**config.mk**
```make
export PLATFORM = sky130hd
export DESIGN_NAME = if_id_skid_reg
export DESIGN_NICKNAME = d
export VERILOG_FILES = /design/src/rtl/if_id_skid_reg.sv
export SDC_FILE = /design/constraint.sdc
export NUM_CORES = 1
export LEC_CHECK = 0
export BUFFER_PORTS_ARGS = -buffer_cell sky130_fd_sc_hd__buf_2
export CORE_UTILIZATION = 30
export DETAILED_ROUTE_END_ITERATION = 10
export PLACE_DENSITY = 0.52
export SKIP_CTS_REPAIR_TIMING = 1
export SLEW_MARGIN = 20
export SYNTH_ARGS = -nofsm -noshare
export SYNTH_HDL_FRONTEND = slang
export SYNTH_SLANG_ARGS = --single-unit
```
**constraint.sdc**
```tcl
create_clock -name clk -period 1.9 [get_ports clk]
set_input_delay 0.285 -clock clk [delete_from_list [all_inputs] [get_ports clk]]
set_output_delay 0.285 -clock clk [all_outputs]
set_load 0.01 [all_outputs]
```
**src/rtl/if_id_skid_reg.sv**
```systemverilog
// rtl/if_id_skid_reg.sv - IF/ID pipeline register with one-entry skid buffer
// Fully registered ready/valid stage between fetch and decode, with flush and stall counter.
module if_id_skid_reg #(
  parameter int              XLEN     = 32,
  parameter logic [XLEN-1:0] NOP_INST = 32'h0000_0013
) (
  input  logic            clk,
  input  logic            rst,
  input  logic            in_valid,
  output logic            in_ready,
  input  logic [XLEN-1:0] in_pc,
  input  logic [XLEN-1:0] in_inst,
  input  logic            flush,
  output logic            out_valid,
  input  logic            out_ready,
  output logic [XLEN-1:0] out_pc,
  output logic [XLEN-1:0] out_inst,
  output logic [15:0]     stall_cnt
);

  logic            main_valid_q, main_valid_d;
  logic [XLEN-1:0] main_pc_q, main_pc_d;
  logic [XLEN-1:0] main_inst_q, main_inst_d;
  logic            skid_valid_q, skid_valid_d;
  logic [XLEN-1:0] skid_pc_q, skid_pc_d;
  logic [XLEN-1:0] skid_inst_q, skid_inst_d;
  logic [15:0]     stall_cnt_q, stall_cnt_d;
  logic            accept;
  logic            consume;

  assign in_ready  = ~skid_valid_q;
  assign out_valid = main_valid_q;
  assign out_pc    = main_valid_q ? main_pc_q : '0;
  assign out_inst  = main_valid_q ? main_inst_q : NOP_INST;
  assign stall_cnt = stall_cnt_q;

  assign accept  = in_valid & in_ready;
  assign consume = main_valid_q & out_ready;

  always_comb begin
    main_valid_d = main_valid_q;
    main_pc_d    = main_pc_q;
    main_inst_d  = main_inst_q;
    skid_valid_d = skid_valid_q;
    skid_pc_d    = skid_pc_q;
    skid_inst_d  = skid_inst_q;
    stall_cnt_d  = stall_cnt_q;

    if (main_valid_q && !out_ready && stall_cnt_q != 16'hFFFF) begin
      stall_cnt_d = stall_cnt_q + 16'd1;
    end

    // Skid is only ever occupied while main is, so an empty main implies an empty skid.
    if (flush) begin
      main_valid_d = 1'b0;
      skid_valid_d = 1'b0;
    end else if (!main_valid_q) begin
      if (accept) begin
        main_valid_d = 1'b1;
        main_pc_d    = in_pc;
        main_inst_d  = in_inst;
      end
    end else if (consume) begin
      if (skid_valid_q) begin
        main_pc_d    = skid_pc_q;
        main_inst_d  = skid_inst_q;
        skid_valid_d = 1'b0;
      end else if (accept) begin
        main_pc_d   = in_pc;
        main_inst_d = in_inst;
      end else begin
        main_valid_d = 1'b0;
      end
    end else if (accept) begin
      skid_valid_d = 1'b1;
      skid_pc_d    = in_pc;
      skid_inst_d  = in_inst;
    end
  end

  always_ff @(posedge clk or negedge rst) begin
    if (!rst) begin
      main_valid_q <= 1'b0;
      main_pc_q    <= '0;
      main_inst_q  <= NOP_INST;
      skid_valid_q <= 1'b0;
      skid_pc_q    <= '0;
      skid_inst_q  <= NOP_INST;
      stall_cnt_q  <= 16'd0;
    end else begin
      main_valid_q <= main_valid_d;
      main_pc_q    <= main_pc_d;
      main_inst_q  <= main_inst_d;
      skid_valid_q <= skid_valid_d;
      skid_pc_q    <= skid_pc_d;
      skid_inst_q  <= skid_inst_d;
      stall_cnt_q  <= stall_cnt_d;
    end
  end

endmodule

```
; ---- After elaboration in Yosys (flattened, before gate mapping)
; Index checks and enable logic that the tools add are counted.
; W data, S select, Z words.
[totals]
ff_bits = 146
input_bits = 69
output_inout_bits = 82
word_cells = 42
[classes]
add_sub_neg = 1
eq_ne = 2
muxes = 19
bitwise_logic = 5
reduce_logical = 8
[op_table]
columns = operator, n
row1 = $mux W32, 10
row2 = $add A16 B1 Y16 const B, 1
row3 = $ne A16 B16 Y1 const B, 1
row4 = $mux W1, 9
row5 = $reduce_and A2 Y1, 2
row6 = $reduce_and A4 Y1, 1
row7 = $not A1 Y1, 3
row8 = $reduce_bool A3 Y1, 1
row9 = $and A1 B1 Y1, 2
row10 = $logic_and A1 B1 Y1, 2
row11 = $ne A2 B1 Y1 const B, 1
row12 = $reduce_bool A2 Y1, 1
row13 = $logic_not A1 Y1, 1

; ---- Longest topological paths before layout
; Gate-level depths: netlist of the first run.
[depth]
ltp_word = 7
ltp_mapped = 6
mapped_depth_nobuf = 5

; ---- Worst setup path after synthesis of the first run
; Ideal clock, no wire load.
[synth_timing]
path_kind = register to register
from = register stall_cnt_q[3] (netlist: stall_cnt[3])
to = register stall_cnt_q[12] (netlist: stall_cnt[12])
arrival_time_ps = 1575
path_slack_ps = 199
stages_incl_launch_ff = 5
synth_period_minus_slack_ps = 1701
path_cell_list = dfrtp_1 and4_4 nand2_4 or4_4 mux2_4
[synth_between]
elab_chain_cells = 2
[synth_rtl]
columns = item, line
row1 = from (decl), 27  ; logic [15:0] stall_cnt_q, stall_cnt_d;
row2 = from (signal assigned), 97  ; stall_cnt_q <= stall_cnt_d;
row3 = "parallel branches: the longest is 2 deep, another holds $add A16 B1 Y16", n/a
; Parallel ways; which one is timed is not known.
; A chain may end at the register's enable or synchronous reset.

; ---- Worst setup path after layout of the first run
[layout_timing]
from = register main_valid_q (netlist: out_valid)
to = output port out_pc[27]
[layout_between]
elab_chain_cells = 1
[layout_rtl]
columns = item, line
row1 = from (decl), 21  ; logic main_valid_q, main_valid_d;
row2 = from (signal assigned), 91  ; main_valid_q <= main_valid_d;
row3 = $mux W32, 33  ; assign out_pc = main_valid_q ? main_pc_q : '0;
row4 = to (decl), 16  ; output logic [XLEN-1:0] out_pc,
; No other way between the ends.

==> results.ini, run 1 <==
[sta]
finClkSkew_ns=0.00815
rsz0062_at_grt=false
period_share_pct=93.0
tns_ns=0
worstMarginPinSlew_ns=0.465
relSlewSlack_pct=68.6
clock.fmax_ghz=0.566
setup_viol=0
slew_viol_final=0
final-hold-violation-count=0
min_period_ns=1.77

[power]
power_mw=9.67
leakage_nw=3.78
power.density_nw_per_um2=1180
ir_worst_vdd_uv=564

[worst_setup_path]
cp.arrival_ns=1.48
ff2ff_path_depth=4
cp-end-kind=output pin
critPathMaxFanout=42
startpoint_type=flip-flop
critPathKind=flip-flop to output pin
cp.required_ns=1.62

[floorplanning]
core_area_um2=21000
fp.dieH_um=148
io_pins=151
start_util_pct=30.5
die_x_um=148
fp-row-count=53
die_area_um2=21900

[place]
portBuffers=150
place.gp.congestion=0.831
place_hpwl_mm=10.4

[finish]
drive_gt1_share_pct=41.0
fillers=2089
num_antenna_cells=0
nets=723
syn_to_final_growth_pct=28.6
multi_input_area_um2=2570
seqCellArea_um2=3660

[route]
vias=4788
vias_per_cell=5.09
first_pass_iters=5
drtIter0Drc=247
post_drt_wl_per_cell_um=18.1
routed_wl_mm=17.0
drc=0
drtAntennaViolNets=0

[status]
outcome=finished, final reports clean

[cts]
numCtsBuffers=17
clock_sink_count=146
clockBufferDepth=2
cts_tree=yes
clk_pin_slew_ns=0.06
htree_levels=4
root_buffer=clkbuf_16
insertion_delay_ns=0.42

[grt]
grt_max_degree=72
grt_pass1_vias=4951
grt_util_all_layers_pct=16.3
grt_pass1_wl_mm=27.4
antenna_found_initial=0
grt_overflow=0

[synthesis]
yosys_warnings=0
syn_area_um2=6390
synth_cell_types=42
yosysTopAreaCell=dfrtp_1
async_flop_share_pct=100
ys_ff_latch=146
synthCells=510
synth_ff_type=dfrtp_1
synth.area.top_cells=dfrtp_1, mux2_2, a2bb2oi_1
netlist.area_leader.share_pct=54.8
syn_nets=580
avgSynthCellArea_um2=12.5
synth_edf_count=0
yosysSeqAreaShare_pct=57.3

[min_path]
hold_class=primary input to flip-flop
hold_depth=2

[run]
maxCapViolations=0

==> critical path, cell delays in order, from the launching register on <==
cell and delay, ns:
dfrtp_2 0.42, buf_6 0.30, and2_1 0.19, buf_2 0.13
==> cells by family (layout without fill, tap and decap cells) <==
family	after synthesis	in the layout	share of synthesized area [%]
flops	146	146	57.3
xor+xnor	12	12	1.65
mux	66	66	11.7
fa+ha+maj	1	1	0.196
compound gates	140	140	16.3
simple gates	102	102	10.1
buf+inv	43	199	2.80
==> layout make-up <==
type / instances / share of cell area, %
clock inverter: 12 / 2.80
multi-input combinational: 321 / 31.3
sequential: 146 / 44.6
clock buffer: 20 / 5.31
inverter: 2 / 0.0914
tap: 275 / 4.19
timing repair buffer: 165 / 11.7
==> layout by cell type, fill, tap and decap left out, types with 2 or more instances in the layout <==
master        n
nand2b_1      3
o22ai_1      64
xnor2_1       3
nor3_1        4
nand4_1       3
nand2_2       3
o311ai_0      2
and2_1       61
mux2_1        6
clkinv_4      3
clkbuf_16    17
a2bb2oi_1    64
and3_1        2
clkbuf_1      3
nor2_1        3
nor4_1        2
buf_6         2
bufinv_16     6
buf_2       149
a31oi_1       2
buf_4         6
dfstp_2       6
buf_12        7
inv_1         2
mux2_2       59
clkinvlp_4    2
a21oi_1       4
nand2_1       7
dfrtp_1     139
xor2_1        9
nand3_1       2
==> metal layers <==
layer | part of all wire [%] | global-route usage [%] | wire, um | vias up
li1 | - | - | - | 2202
met1 | 46 | 21.1 | 7770 | 2429
met2 | 49 | 26.8 | 8280 | 135
met3 | 4.2 | 3.80 | 719 | 22
met4 | 1.4 | 5.41 | 233 | 0
met5 | 0 | 0 | 0 | -
==> registers in the layout, indices dropped and copies added, names as in the netlist <==
signal,cells
skid_inst_q,32
out_valid,1
skid_valid_q,1
main_inst_q,32
stall_cnt,16
main_pc_q,32
skid_pc_q,32
==> power breakdown <==
part           switching [mW]  internal [mW]
Sequential              0.400           3.83
Clock                    1.34           2.47
Combinational           0.719          0.903
==> path summary, 6_finish.rpt <==
kind	startpoint	to	slack [ns]
max in group asynchronous	rst	out_valid	0.79
min in group asynchronous	rst	skid_pc_q[12]	0.33
hold / removal	in_pc[8]	skid_pc_q[8]	0.1
hold reg to reg	skid_pc_q[8]	skid_pc_q[8]	0.49
setup / recovery	out_valid	out_pc[27]	0.13
setup reg to reg	stall_cnt[8]	stall_cnt[1]	0.16
==> synth_stat cells, drive strengths merged (5+ instances only) <==
master     n
nor3       5
mux2      66
and2      61
buf       15
nand2     11
xor2       9
dfstp      6
a2bb2oi   64
clkbuf    26
o22ai     64
dfrtp    140
==> metrics by stage <==
stage	cells	worst slack [ns]	hold slack, ns	cell area (um^2)	utilization (%)
finish	941	0.132	0.0992	8220	39.2
global route	941	0.0382	0.0854	8220	39.2
CTS	940	-0.00391	-0.250	8200	39.1
detailed placement	908	0.197	0.205	7540	36.0
global placement	908	0.220	0.202	7540	36.0
floorplan	510	0.199	-0.0106	6390	-
(Power assumes the default switching activity.)
==> run 2: changes to the inputs <==
--- a/config.mk
+++ b/config.mk
@@ -9,6 +9,7 @@
 export CORE_UTILIZATION = 30
 export DETAILED_ROUTE_END_ITERATION = 10
 export PLACE_DENSITY = 0.52
+export SETUP_SLACK_MARGIN = 0.3
 export SKIP_CTS_REPAIR_TIMING = 1
 export SLEW_MARGIN = 20
 export SYNTH_ARGS = -nofsm -noshare
==> run 2 against run 1 <==
  * Routed wire length is 9.2% higher
  * Die area is the same
  * Core utilization grew 2.6 points
  * Worst setup slack improved by 0.053 ns
  * Fmax up 3.1%
  * Largest power group unchanged
  * Highest routed layer unchanged
==> results.ini, run 2 (synthesis gave the netlist of run 1 again) <==
[status]
outcome=finished, final reports clean

[power]
power.density_nw_per_um2=1110
ir_worst_vdd_uv=551
leakage_nw=3.98

[sta]
setup_viol=0
worstMarginPinSlew_ns=0.461
period_share_pct=90.2
tns_ns=0
final-hold-violation-count=0
slew_viol_final=0
timing.final.ws_setup_ns=0.185
finClkSkew_ns=0.00799
timing.hold.ws_ns=0.105
relSlewSlack_pct=68.9
clock.fmax_ghz=0.583
rsz0062_at_grt=true
min_period_ns=1.71

[floorplanning]
start_util_pct=30.5
fp.dieH_um=148
io_pins=151
core_area_um2=21000
die_area_um2=21900
die_x_um=148
fp-row-count=53

[cts]
htree_levels=4
clock_sink_count=146
insertion_delay_ns=0.42
cts_tree=yes
clockBufferDepth=2
root_buffer=clkbuf_16
numCtsBuffers=17
clk_pin_slew_ns=0.06

[grt]
grt_overflow=0
grtUsageMet3_pct=3.27
antenna_found_initial=0
grt_util_met2_pct=27.2
grt_util_met1_pct=20.3
grt_max_degree=65
grt_pass1_vias=5147
grt_busiest_layer=met2
grt_pass1_wl_mm=27.5
grt_util_all_layers_pct=16.1

[finish]
drive_gt1_share_pct=48.9
syn_to_final_growth_pct=37.1
num_antenna_cells=0
final_common_cell=buf_2
final_area_um2=8760
nets=750
final_cell_mix=buf_2, dfrtp_1, o22ai_1
fillers=2035

[place]
dp_slack_ns=0.189
portBuffers=150
place_hpwl_mm=10.7
place_area_um2=7560
place.gp.congestion=0.785

[worst_setup_path]
crit_slowest_cell=dfrtp_2
critPathKind=flip-flop to output pin
cp.arrival_ns=1.43
ff2ff_path_depth=5
critPathMaxFanout=39
r2r-end=skid_inst_q[22]
cp-end-kind=output pin
startpoint_type=flip-flop
r2r_slack_ns=0.26
crit_chain=buf_12, and2_1, buf_2
cpPeakStageDelay_ns=0.44
r2r-start=out_valid
cp.required_ns=1.62

[route]
routed_wl_mm=18.6
first_pass_iters=4
drc=0
vias_per_cell=5.07
vias=4911
drtIter0Drc=173
post_drt_wl_per_cell_um=19.2
drtAntennaViolNets=0

[run]
maxCapViolations=0

[min_path]
hold_start=in_inst[11]
min_to=skid_inst_q[11]
hold_depth=2
hold_class=primary input to flip-flop

[run 2: changes by cell type in the layout (fill, tap and decap cells not counted), sizes merged]
cell,previous run,this run
buf,164,185
clkbuf,20,24
inv,3,6
bufinv,6,4
clkinv,3,4
[run 2: where the power goes]
part           leakage [nW]  total [mW]  switching, mW  internal, mW
Clock                 0.302        3.60           1.38          2.22
Combinational          1.97        1.88          0.790          1.09
Sequential             1.71        4.26          0.421          3.83
[run 2: area by class of cell]
class                      count  area, um^2  area share (%)
clock buffer                  18         429            4.90
inverter                       2        7.51          0.0857
sequential                   146        3670            41.9
clock inverter                14         201            2.30
tap                          275         344            3.93
multi-input combinational    321        2760            31.5
timing repair buffer         192        1340            15.3
[run 2: worst max-delay path by stage]
stage / startpoint / end / slack (ns) / cells past startpoint
after CTS: out_valid / out_pc[21] / 0.01 / 3
after floorplan: skid_valid_q / skid_inst_q[2] / 0.27 / 5
after global routing: out_valid / out_pc[21] / 0.14 / 3
final: out_valid / out_pc[21] / 0.19 / 3
after global placement: stall_cnt[11] / stall_cnt[12] / 0.25 / 3
after detailed placement: out_valid / stall_cnt[15] / 0.19 / 4
[run 2: metrics by stage]
stage,std cells,utilization (%),power (mW)
2_1_floorplan,510,-,5.26
3_3_place_gp,910,36.1,5.84
3_5_place_dp,910,36.1,5.93
4_1_cts,942,39.1,9.58
5_1_grt,968,41.8,10.2
6_report,968,41.8,9.74
[run 2: layer usage]
layer / wire [um] / up-vias
met3: 641 / 22
met1: 8370 / 2524
met4: 316 / 0
li1: - / 2252
met2: 9240 / 113
met5: 0 / -
[run 2: worst max-delay path: cells and delay by family (launching register included)]
family,cells,cell delay (ns)
buffers and inverters,2,0.35
flip-flops,1,0.44
AND/OR/NAND/NOR,1,0.20
==> run 3: changes to the inputs <==
--- a/config.mk
+++ b/config.mk
@@ -8,6 +8,7 @@
 export BUFFER_PORTS_ARGS = -buffer_cell sky130_fd_sc_hd__buf_2
 export CORE_UTILIZATION = 30
 export DETAILED_ROUTE_END_ITERATION = 10
+export GPL_TIMING_DRIVEN = 0
 export PLACE_DENSITY = 0.52
 export SETUP_SLACK_MARGIN = 0.3
 export SKIP_CTS_REPAIR_TIMING = 1
==> run 3 against run 2 <==
  * Total power up 2.5%
  * Fmax down 3.9%
  * Count of clock-buffer cells in the layout unchanged
  * Register-to-register slack worse by 0.13 ns
  * First-iteration DRC count up 8.1%
  * Combinational power up 21%
==> results.ini, run 3 (synthesis gave the netlist of run 1 again) <==
[status]
outcome=finished, final reports clean

[finish]
final_area_um2=9550
drive_gt1_share_pct=60.0
syn_to_final_growth_pct=49.4
nets=782
final_cell_mix=dfrtp_1, buf_2, o22ai_1
final_common_cell=dfrtp_1
fin_util_pct=45.6

[sta]
worstMarginPinSlew_ns=0.574
final-hold-violation-count=0
relSlewSlack_pct=61.7
min_period_ns=1.78
setup_viol=0
clock.fmax_ghz=0.561
finClkSkew_ns=0.00810
period_share_pct=93.9
slew_viol_final=0
rsz0062_at_grt=true

[route]
vias_per_cell=5.07
drc=0
post_drt_wl_per_cell_um=19.1
vias=5079
routed_wl_mm=19.1
drtIter0Drc=187
drtAntennaViolNets=0
first_pass_iters=4

[cts]
root_buffer=clkbuf_16
insertion_delay_ns=0.41
numCtsBuffers=17
clock_sink_count=146
htree_levels=4
cts_tree=yes
clockBufferDepth=2
clk_pin_slew_ns=0.06

[worst_setup_path]
critPathMaxFanout=7
cp-end-kind=output pin
startpoint_type=flip-flop
critPathKind=flip-flop to output pin
cp.required_ns=1.62
cp.arrival_ns=1.50

[floorplanning]
core_area_um2=21000
io_pins=151
die_x_um=148
start_util_pct=30.5
fp-row-count=53
fp.dieH_um=148
die_area_um2=21900

[place]
place_area_um2=7570
place_hpwl_mm=12.1
portBuffers=150
place.gp.congestion=0.772

[grt]
grt_pass1_wl_mm=28.2
grt_util_all_layers_pct=16.6
grt_overflow=0
grt_max_degree=75
grt_pass1_vias=5265
antenna_found_initial=1

[power]
ir_worst_vdd_uv=483
power.density_nw_per_um2=1050
leakage_nw=4.30

[run]
maxCapViolations=0

[min_path]
hold_class=primary input to flip-flop

==> run 3: cell count changes in the layout (fill, tap and decap cells not counted), sizes merged <==
cell / change
clkbuf: +16
inv: -2
buf: +16
clkinv: +3
diode: +1
bufinv: -1
==> run 3: worst max-delay path, cell delays in order (launching register included) <==
cell,delay (ns)
dfrtp_2,0.48
buf_12,0.18
buf_8,0.13
and2_1,0.16
buf_6,0.13
==> run 3: routing by layer <==
metal	GRT usage (%)	vias to the layer above	part of all wire, %	routed length, um
met2	27.4	107	50	9540
met4	6.96	0	1.2	223
met3	2.87	15	3.6	685
li1	-	2333	-	-
met1	21.5	2624	45	8660
met5	0	-	0	0
==> run 3: path summary, 6_finish.rpt <==
kind	startpoint	endpoint	slack [ns]	cells past startpoint
worst max-delay path	out_valid	out_inst[11]	0.12	4
worst max register to register	out_valid	main_pc_q[12]	0.13	8
worst min register to register	skid_inst_q[9]	skid_inst_q[9]	0.49	1
worst min-delay path	in_inst[9]	skid_inst_q[9]	0.10	2
max in group asynchronous	rst	stall_cnt[8]	0.67	3
min in group asynchronous	rst	main_pc_q[10]	0.42	2
==> run 3: cell type report <==
| cell class | count | area [um^2] |
|---|---|---|
| clock inverter | 14 | 161 |
| fill | 1958 | 11400 |
| antenna | 1 | 2.50 |
| inverter | 2 | 7.51 |
| buffer | 41 | 429 |
| timing repair buffer | 183 | 1470 |
| clock buffer | 18 | 429 |
| sequential | 146 | 3670 |
| multi-input combinational | 321 | 3030 |
| tap | 275 | 344 |
==> run 3: per-stage QoR <==
stage	setup WS [ns]	power (mW)	hold WS [ns]	std cells	setup TNS (ns)
6_report	0.117	9.98	0.102	1001	0
5_1_grt	0.0686	10.5	0.0902	1001	0
4_1_cts	-0.815	9.39	-0.165	968	-56.30
3_5_place_dp	-0.381	5.95	0.294	936	-37.45
3_3_place_gp	-1.77	5.82	0.468	935	-245.76
2_1_floorplan	0.269	5.26	-0.0106	510	0
==> run 3: where the power goes <==
group / total [mW] / internal [mW] / switching (mW)
Sequential: 4.31 / 3.84 / 0.476
Combinational: 2.27 / 1.40 / 0.873
Clock: 3.40 / 2.06 / 1.34
Total: 9.98 / 7.30 / 2.68
